**src/rtl/sdpb_reader.sv**
```systemverilog
// Streams a range of a circular SDPB buffer out through a valid/ready port.
// Optional m_last output is enabled by defining SDPB_READER_LAST_EN.
module sdpb_reader #(
  parameter int ADDR_W = 9,
  parameter int DATA_W = 8
) (
  input  logic              clk,
  input  logic              reset,
  input  logic              start,
  input  logic [ADDR_W-1:0] start_addr,
  input  logic [ADDR_W:0]   length,
  input  logic              abort,
  output logic [ADDR_W-1:0] adb,
  output logic              ceb,
  output logic              oce,
  input  logic [DATA_W-1:0] dout,
  output logic [DATA_W-1:0] m_data,
  output logic              m_valid,
  input  logic              m_ready,
`ifdef SDPB_READER_LAST_EN
  output logic              m_last,
`endif
  output logic              busy,
  output logic              done
);

  typedef enum logic [1:0] {
    IDLE  = 2'd0,
    READ  = 2'd1,
    DRAIN = 2'd2
  } state_t;

  localparam logic [ADDR_W:0] FULL_LEN = {1'b1, {ADDR_W{1'b0}}};
  localparam logic [ADDR_W:0] ONE_LEN  = {{ADDR_W{1'b0}}, 1'b1};

  state_t            state, state_nxt;
  logic [ADDR_W:0]   rd_left;
  logic [ADDR_W:0]   len_eff;
  logic [1:0]        count;
  logic              rd_pend;
  logic [DATA_W-1:0] buf0, buf1;
  logic [2:0]        occ;
  logic              pop, issue, last_issue, final_pop, kill, accept, empty_start;

  assign len_eff     = (length > FULL_LEN) ? FULL_LEN : length;
  assign m_valid     = (count != 2'd0);
  assign m_data      = buf0;
  assign pop         = m_valid && m_ready;
  assign occ         = {1'b0, count} + {2'b00, rd_pend};
  assign kill        = abort && (state != IDLE);
  assign accept      = (state == IDLE) && start && (length != '0);
  assign empty_start = (state == IDLE) && start && (length == '0);
  assign final_pop   = (state == DRAIN) && pop && (count == 2'd1) && !rd_pend;
  assign last_issue  = issue && (rd_left == ONE_LEN);

  always_ff @(posedge clk or posedge reset) begin
    if (reset) state <= IDLE;
    else       state <= state_nxt;
  end

  always_comb begin
    state_nxt = state;
    case (state)
      IDLE:    if (accept) state_nxt = READ;
      READ:    if (abort) state_nxt = IDLE;
               else if (last_issue) state_nxt = DRAIN;
      DRAIN:   if (abort || final_pop) state_nxt = IDLE;
      default: state_nxt = IDLE;
    endcase
  end

  // A read may issue when the slot it will land in is guaranteed free,
  // counting the byte already in flight and any pop happening now.
  always_comb begin
    issue = (state == READ) && !abort &&
            ((occ < 3'd2) || (pop && (occ < 3'd3)));
    ceb   = issue;
    busy  = (state != IDLE);
    oce   = 1'b1;
  end

  always_ff @(posedge clk or posedge reset) begin
    if (reset) begin
      adb     <= '0;
      rd_left <= '0;
      rd_pend <= 1'b0;
      count   <= 2'd0;
      buf0    <= '0;
      buf1    <= '0;
      done    <= 1'b0;
    end else begin
      done <= empty_start || (final_pop && !abort);
      if (kill) begin
        rd_left <= '0;
        rd_pend <= 1'b0;
        count   <= 2'd0;
      end else begin
        if (accept) begin
          adb     <= start_addr;
          rd_left <= len_eff;
        end else if (issue) begin
          adb     <= adb + 1'b1;
          rd_left <= rd_left - ONE_LEN;
        end
        rd_pend <= issue;
        case ({rd_pend, pop})
          2'b10: begin
            if (count == 2'd0) buf0 <= dout;
            else               buf1 <= dout;
            count <= count + 2'd1;
          end
          2'b01: begin
            buf0  <= buf1;
            count <= count - 2'd1;
          end
          2'b11: begin
            if (count == 2'd1) buf0 <= dout;
            else begin
              buf0 <= buf1;
              buf1 <= dout;
            end
          end
          default: ;
        endcase
      end
    end
  end

`ifdef SDPB_READER_LAST_EN
  logic rd_last, last0, last1;

  assign m_last = m_valid && last0;

  // Last-byte tags travel alongside the data through the same two slots.
  always_ff @(posedge clk or posedge reset) begin
    if (reset) begin
      rd_last <= 1'b0;
      last0   <= 1'b0;
      last1   <= 1'b0;
    end else if (kill) begin
      rd_last <= 1'b0;
      last0   <= 1'b0;
      last1   <= 1'b0;
    end else begin
      rd_last <= last_issue;
      case ({rd_pend, pop})
        2'b10: begin
          if (count == 2'd0) last0 <= rd_last;
          else               last1 <= rd_last;
        end
        2'b01: last0 <= last1;
        2'b11: begin
          if (count == 2'd1) last0 <= rd_last;
          else begin
            last0 <= last1;
            last1 <= rd_last;
          end
        end
        default: ;
      endcase
    end
  end
`endif

endmodule

```
**config.mk**
```make
export PLATFORM = sky130hd
export DESIGN_NAME = sdpb_reader
export DESIGN_NICKNAME = d
export VERILOG_FILES = /design/src/rtl/sdpb_reader.sv
export SDC_FILE = /design/constraint.sdc
export NUM_CORES = 1
export LEC_CHECK = 0
export BUFFER_PORTS_ARGS = -buffer_cell sky130_fd_sc_hd__buf_2
export CAP_MARGIN = 15
export CORE_UTILIZATION = 54
export DETAILED_ROUTE_END_ITERATION = 10
export GPL_ROUTABILITY_DRIVEN = 0
export PLACE_DENSITY = 0.84
export REMOVE_ABC_BUFFERS = 1
export SYNTH_ARGS = -nofsm -noshare
export SYNTH_HDL_FRONTEND = slang
export SYNTH_SLANG_ARGS = --single-unit
```
**constraint.sdc**
```tcl
create_clock -name clk -period 2.34 [get_ports clk]
set_input_delay 0.351 -clock clk [delete_from_list [all_inputs] [get_ports clk]]
set_output_delay 0.351 -clock clk [all_outputs]
set_load 0.03 [all_outputs]
```
==> results of run 1 <==
-- where the power goes --
part	total [mW]	internal (mW)	switching (mW)
Combinational	1.88	0.757	1.13
Sequential	1.26	1.01	0.252
Clock	0.700	0.430	0.271
Total	3.85	2.20	1.65
-- cell type report --
cell class	count	share of cell area (%)
Multi-Input combinational cell	182	41.9
Sequential cell	41	35.7
Inverter	13	1.70
Clock inverter	3	2.40
Tap cell	50	2.18
Clock buffer	5	2.40
Timing Repair Buffer	67	13.6
-- repair_timing --
| item | CTS | global route |
|---|---|---|
| cloned | 0 | 0 |
| gates resized for setup | 2 | 4 |
| endpoints found under the setup margin | 1 | 2 |
| hold endpoints to repair | 0 | 0 |
| pin swaps | 1 | 3 |
| buffers inserted | 0 | 5 |
-- sequential cells by signal, summed over array words and instances (netlist names) --
signal / count
rd_left: 10
adb: 9
buf1: 8
m_data: 8
count: 2
state: 2
done: 1
rd_pend: 1
-- cell usage after synthesis (2+ instances only) --
master | n | share of area [%]
nor2_1 | 22 | 3.6
and3_1 | 2 | 0.54
dfrtp_1 | 41 | 44
and2_1 | 2 | 0.54
ha_1 | 8 | 4.3
nor4_1 | 8 | 2.2
o31ai_1 | 2 | 0.65
buf_4 | 2 | 0.65
nand3_1 | 10 | 2.2
nor3b_1 | 2 | 0.65
or3_1 | 2 | 0.54
a21oi_1 | 16 | 3.5
a31oi_1 | 6 | 1.6
inv_1 | 12 | 2.0
or3b_2 | 2 | 0.76
clkbuf_1 | 8 | 1.3
or4_1 | 2 | 0.65
nand2_1 | 28 | 4.6
xnor2_1 | 10 | 3.8
o211a_1 | 2 | 0.87
mux2_2 | 9 | 4.4
mux2i_1 | 9 | 3.9
nand4_1 | 2 | 0.54
nor3_1 | 7 | 1.5
o21ai_0 | 10 | 2.2
-- logic make-up (layout without fill, tap and decap cells) --
family                   count (synthesis)  after routing  share of synthesized area [%]
adder cells (fa/ha/maj)                  8              8                           4.34
flip-flops                              41             41                           44.4
buffers and inverters                   23             88                           4.06
multiplexers                            18             18                           8.29
AND/OR/NAND/NOR                         97             97                           21.2
AO/OA/AOI/OAI                           48             48                           13.7
XOR/XNOR                                10             10                           3.79
other                                    1              1                          0.162
-- stage by stage --
stage	instances	hold WS [ns]
floorplan	236	0.464
global placement	348	0.486
detailed placement	348	0.492
CTS	356	0.203
global route	361	0.235
finish	361	0.181
-- worst paths after layout --
kind / to / slack (ns) / depth (start not counted)
worst max-delay path: ceb / 0.01 / 8
worst min-delay path: m_data[7] / 0.18 / 3
worst max register to register: adb[8] / 0.06 / 10
worst min register to register: buf1[5] / 0.51 / 1
max in group asynchronous: adb[5] / 1.81 / 3
min in group clk: adb[2] / 0.25 / 3
-- worst register-to-register path, stage by stage, from the launching register on --
cell and delay, ns:
dfrtp_1 0.41, ha_1 0.22, inv_1 0.06, ha_1 0.21, nand2_1 0.12, a31oi_4 0.13, buf_12 0.15, buf_4 0.17
nor4_1 0.42, xnor2_1 0.18, a21oi_1 0.09
-- metal layers --
metal,GRT usage (%),up-vias,routed length (um)
met4,11.7,0,178
li1,-,1010,-
met3,5.07,20,299
met1,31.4,1005,2360
met2,38.0,77,2590
met5,0,-,0
==> flow_metrics.env, run 1 <==
export IMPL_syn_area_um2=2310
export IMPL_portBuffers=52
export IMPL_vias=2112
export IMPL_yosys_register_bits=41
export IMPL_crit_start="count[0]"
export IMPL_syn_inst=246
export IMPL_path_buf_inv=3
export IMPL_cp_required_ns=1.99
export IMPL_min_period_over_period_pct=99.6
export IMPL_drv_cap=0
export IMPL_report_final_setup_viol=0
export IMPL_setup_tns_ns=0
export IMPL_pin_count=54
export IMPL_grt_pass1_wl_mm=8.03
export IMPL_start_util_pct=56.9
export IMPL_cp_start_kind="flip-flop"
export IMPL_utilization_pct=70.7
export IMPL_finalWorstSetupSlack_ns=0.00970
export IMPL_cp_top_family="adder cells"
export IMPL_clockBufferDepth=2
export IMPL_wl_per_cell_um=15.1
export IMPL_final_common_cell="buf_2"
export IMPL_wl_mm=5.44
export IMPL_ys_types=47
export IMPL_diodes=0
export IMPL_antenna_found_initial=0
export IMPL_worstHoldPathType="in -> async"
export IMPL_fin_skew_ns=0.00473
export IMPL_fp_dieH_um=67.4
export IMPL_postSynthAreaPerCell_um2=9.38
export IMPL_num_rows=23
export IMPL_layout_common_cells="buf_2, dfrtp_1, nand2_1"
export IMPL_dp_worst_setup_slack_ns=0.127
export IMPL_grt_pass1_vias=1848
export IMPL_critical_path_cell_chain="ha_1, inv_1, ha_1, nand2_1, a31oi_4, or2_4, inv_1, buf_6"
export IMPL_path_clk_slew_ns=0.09
export IMPL_grtUsageTotal_pct=24.1
export IMPL_worstMarginPinSlew_ns=0.510
export IMPL_cpMaxStageDelayCell="dfrtp_1"
export IMPL_seq_area_um2=1030
export IMPL_peakVddDrop_mv=0.706
export IMPL_grt_max_degree=42
export IMPL_hold_viol=0
export IMPL_placeableCoreArea_um2=4060
export IMPL_drive_gt1_share_pct=30.5
export IMPL_htreeDepth=2
export IMPL_seq_area_frac_synth_pct=44.4
export IMPL_place_area_um2=2660
export IMPL_cp_slowest_stage_delay_ns=0.41
export IMPL_p_per_area_nw_per_um2=1340
export IMPL_drt_iter0_markers=218
export IMPL_crit_fanout=5
export IMPL_postRouteAntennaNets=0
export IMPL_cts_tree="yes"
export IMPL_drc_errors=0
export IMPL_dp_hpwl_mm=3.64
export IMPL_fin_nets=350
export IMPL_power_mw=3.85
export IMPL_fillers=290
export IMPL_run_status="completed"
export IMPL_grt_overflow=0
export IMPL_cp_arrival_ns=1.98
export IMPL_period_minus_slack_ns=2.33
export IMPL_clock_sinks=41
export IMPL_end_kind="output port"
export IMPL_first_pass_iters=4
export IMPL_stdcell_area_um2=2870
export IMPL_clk_latency_ns=0.30
export IMPL_synth_ff_type="dfrtp_1"
export IMPL_die_area_um2=4540
export IMPL_synth_edf_count=0
export IMPL_syn2layout_area_growth_pct=24.3
export IMPL_synth_warnings=0
export IMPL_p_leak_nw=1.35
export IMPL_hold_buffers=0
export IMPL_avgViaCountPerCell=5.85
export IMPL_multi_input_area_um2=1200
export IMPL_max_slew_margin_rel_pct=66.0
export IMPL_max_freq_mhz=429
export IMPL_slew_viol_final=0
export IMPL_ys_async_sr_fraction_pct=100
export IMPL_cts_inserted_buffers=5
export IMPL_worstSetupPathType="reg -> out"
export IMPL_root_buffer="clkbuf_8"
export IMPL_r2r_start="count[0]"
export IMPL_die_width_um=67.4
Power figures use the tool's default switching activity.
==> inputs of run 2 (changes only) <==
Settings changed: CAP_MARGIN 15 to 10.
Clock period 2.34 ns to 2.2 ns, I/O delays scaled along.
==> flow_metrics.env, run 2 (synthesis gave the netlist of run 1 again) <==
export IMPL_crit_fanout=4
export IMPL_setup_tns_ns=0
export IMPL_cp_start_kind="flip-flop"
export IMPL_grt_max_degree=42
export IMPL_grtUsageTotal_pct=26.0
export IMPL_path_clk_slew_ns=0.08
export IMPL_portBuffers=52
export IMPL_fin_skew_ns=0.00806
export IMPL_cp_required_ns=1.87
export IMPL_worstMarginPinSlew_ns=0.505
export IMPL_slew_viol_final=0
export IMPL_drc_errors=0
export IMPL_die_width_um=67.4
export IMPL_fillers=312
export IMPL_fin_nets=356
export IMPL_cp_arrival_ns=1.82
export IMPL_end_kind="output port"
export IMPL_hold_viol=0
export IMPL_first_pass_iters=4
export IMPL_run_status="completed"
export IMPL_diodes=0
export IMPL_placeableCoreArea_um2=4060
export IMPL_reg_largest_list="rd_left: 10 flops, adb: 9 flops"
export IMPL_cts_tree="yes"
export IMPL_wl_mm=5.63
export IMPL_report_final_setup_viol=0
export IMPL_min_period_over_period_pct=97.7
export IMPL_vias=2117
export IMPL_largest_reg_flops=10
export IMPL_grt_overflow=0
export IMPL_avgViaCountPerCell=5.78
export IMPL_die_area_um2=4540
export IMPL_finalWorstSetupSlack_ns=0.0497
export IMPL_clk_latency_ns=0.29
export IMPL_fp_dieH_um=67.4
export IMPL_max_slew_margin_rel_pct=66.3
export IMPL_peakVddDrop_mv=0.794
export IMPL_worstSetupPathType="reg -> out"
export IMPL_dp_worst_setup_slack_ns=0.0270
export IMPL_start_util_pct=56.9
export IMPL_grt_pass1_vias=1855
export IMPL_postRouteAntennaNets=0
export IMPL_grt_pass1_wl_mm=8.56
export IMPL_num_rows=23
export IMPL_drt_iter0_markers=206
export IMPL_drv_cap=0
export IMPL_max_freq_mhz=465
export IMPL_clock_sinks=41
export IMPL_wl_per_cell_um=15.4
export IMPL_regMostFlops="rd_left"
export IMPL_antenna_found_initial=0
export IMPL_final_common_cell="buf_2"
export IMPL_drive_gt1_share_pct=35.4
export IMPL_pin_count=54
export IMPL_worstHoldPathType="in -> async"
export IMPL_dp_hpwl_mm=3.86
export IMPL_htreeDepth=2
export IMPL_clockBufferDepth=2
export IMPL_period_minus_slack_ns=2.15
export IMPL_syn2layout_area_growth_pct=26.2
export IMPL_p_per_area_nw_per_um2=1370
export IMPL_cts_inserted_buffers=5
export IMPL_p_leak_nw=1.36
export IMPL_layout_common_cells="buf_2, dfrtp_1, nand2_1"
export IMPL_root_buffer="clkbuf_8"
[run 2: changes by cell type in the layout (fill, tap and decap cells not counted), moves of 2 or more]
cell and delta:
bufinv_16 -2, ha_2 +2, ha_4 +2, ha_1 -4
buf_4 +7, inv_1 -4, inv_2 +4
[run 2: area by class of cell]
| type | count | area (um^2) | share of cell area, % |
|---|---|---|---|
| sequential | 41 | 1030 | 35.2 |
| multi-input combinational | 182 | 1260 | 43.3 |
| timing repair buffer | 73 | 424 | 14.6 |
| tap | 50 | 62.6 | 2.15 |
| inverter | 13 | 48.8 | 1.68 |
| clock inverter | 1 | 7.51 | 0.258 |
| clock buffer | 6 | 82.6 | 2.84 |
[run 2: final timing paths]
path | depth (start not counted) | slack [ns] | start | end
setup reg to reg | 9 | 0.06 | count[0] | rd_left[4]
hold reg to reg | 1 | 0.51 | buf1[7] | buf1[7]
max in group asynchronous | 3 | 1.70 | reset | m_data[4]
min in group clk | 3 | 0.24 | start_addr[6] | adb[6]
setup / recovery | 8 | 0.05 | count[0] | ceb
hold / removal | 3 | 0.16 | reset | rd_pend
[run 2: what timing repair did]
item	CTS	global route
pin swaps	2	6
resized for setup	9	12
endpoints found under the setup margin	2	5
hold buffers	0	0
setup buffers	3	2
[run 2: metal layers]
metal	routed length, um	global-route usage (%)	vias to the layer above	share of wire [%]
met4	120	10.6	0	2.1
met1	2520	35.1	998	45
met2	2690	41.3	86	48
met3	303	4.56	16	5.4
met5	0	0	-	0
li1	-	-	1017	-
[run 2: metrics by stage]
step	utilization, %	total power [mW]	hold slack, ns	area [um^2]	cells
floorplan	-	2.67	0.443	2260	236
global placement	66.7	3.20	0.482	2710	354
detailed placement	66.7	3.28	0.489	2710	354
CTS	70.0	3.84	0.169	2840	364
global route	71.8	4.25	0.197	2910	366
finish	71.8	4.00	0.155	2910	366
[run 2: critical path: stages (launching register included)]
cell and delay, ns:
dfrtp_1 0.41, ha_2 0.19, buf_4 0.13, ha_1 0.17
inv_2 0.07, a31oi_4 0.11, or2_4 0.26, inv_2 0.07
buf_6 0.12
[run 2: report_power, final]
| part | leakage [nW] | internal (mW) | switching, mW |
|---|---|---|---|
| Sequential | 0.502 | 1.08 | 0.286 |
| Clock | 0.0433 | 0.248 | 0.258 |
| Combinational | 0.814 | 0.891 | 1.24 |
| Total | 1.36 | 2.22 | 1.79 |
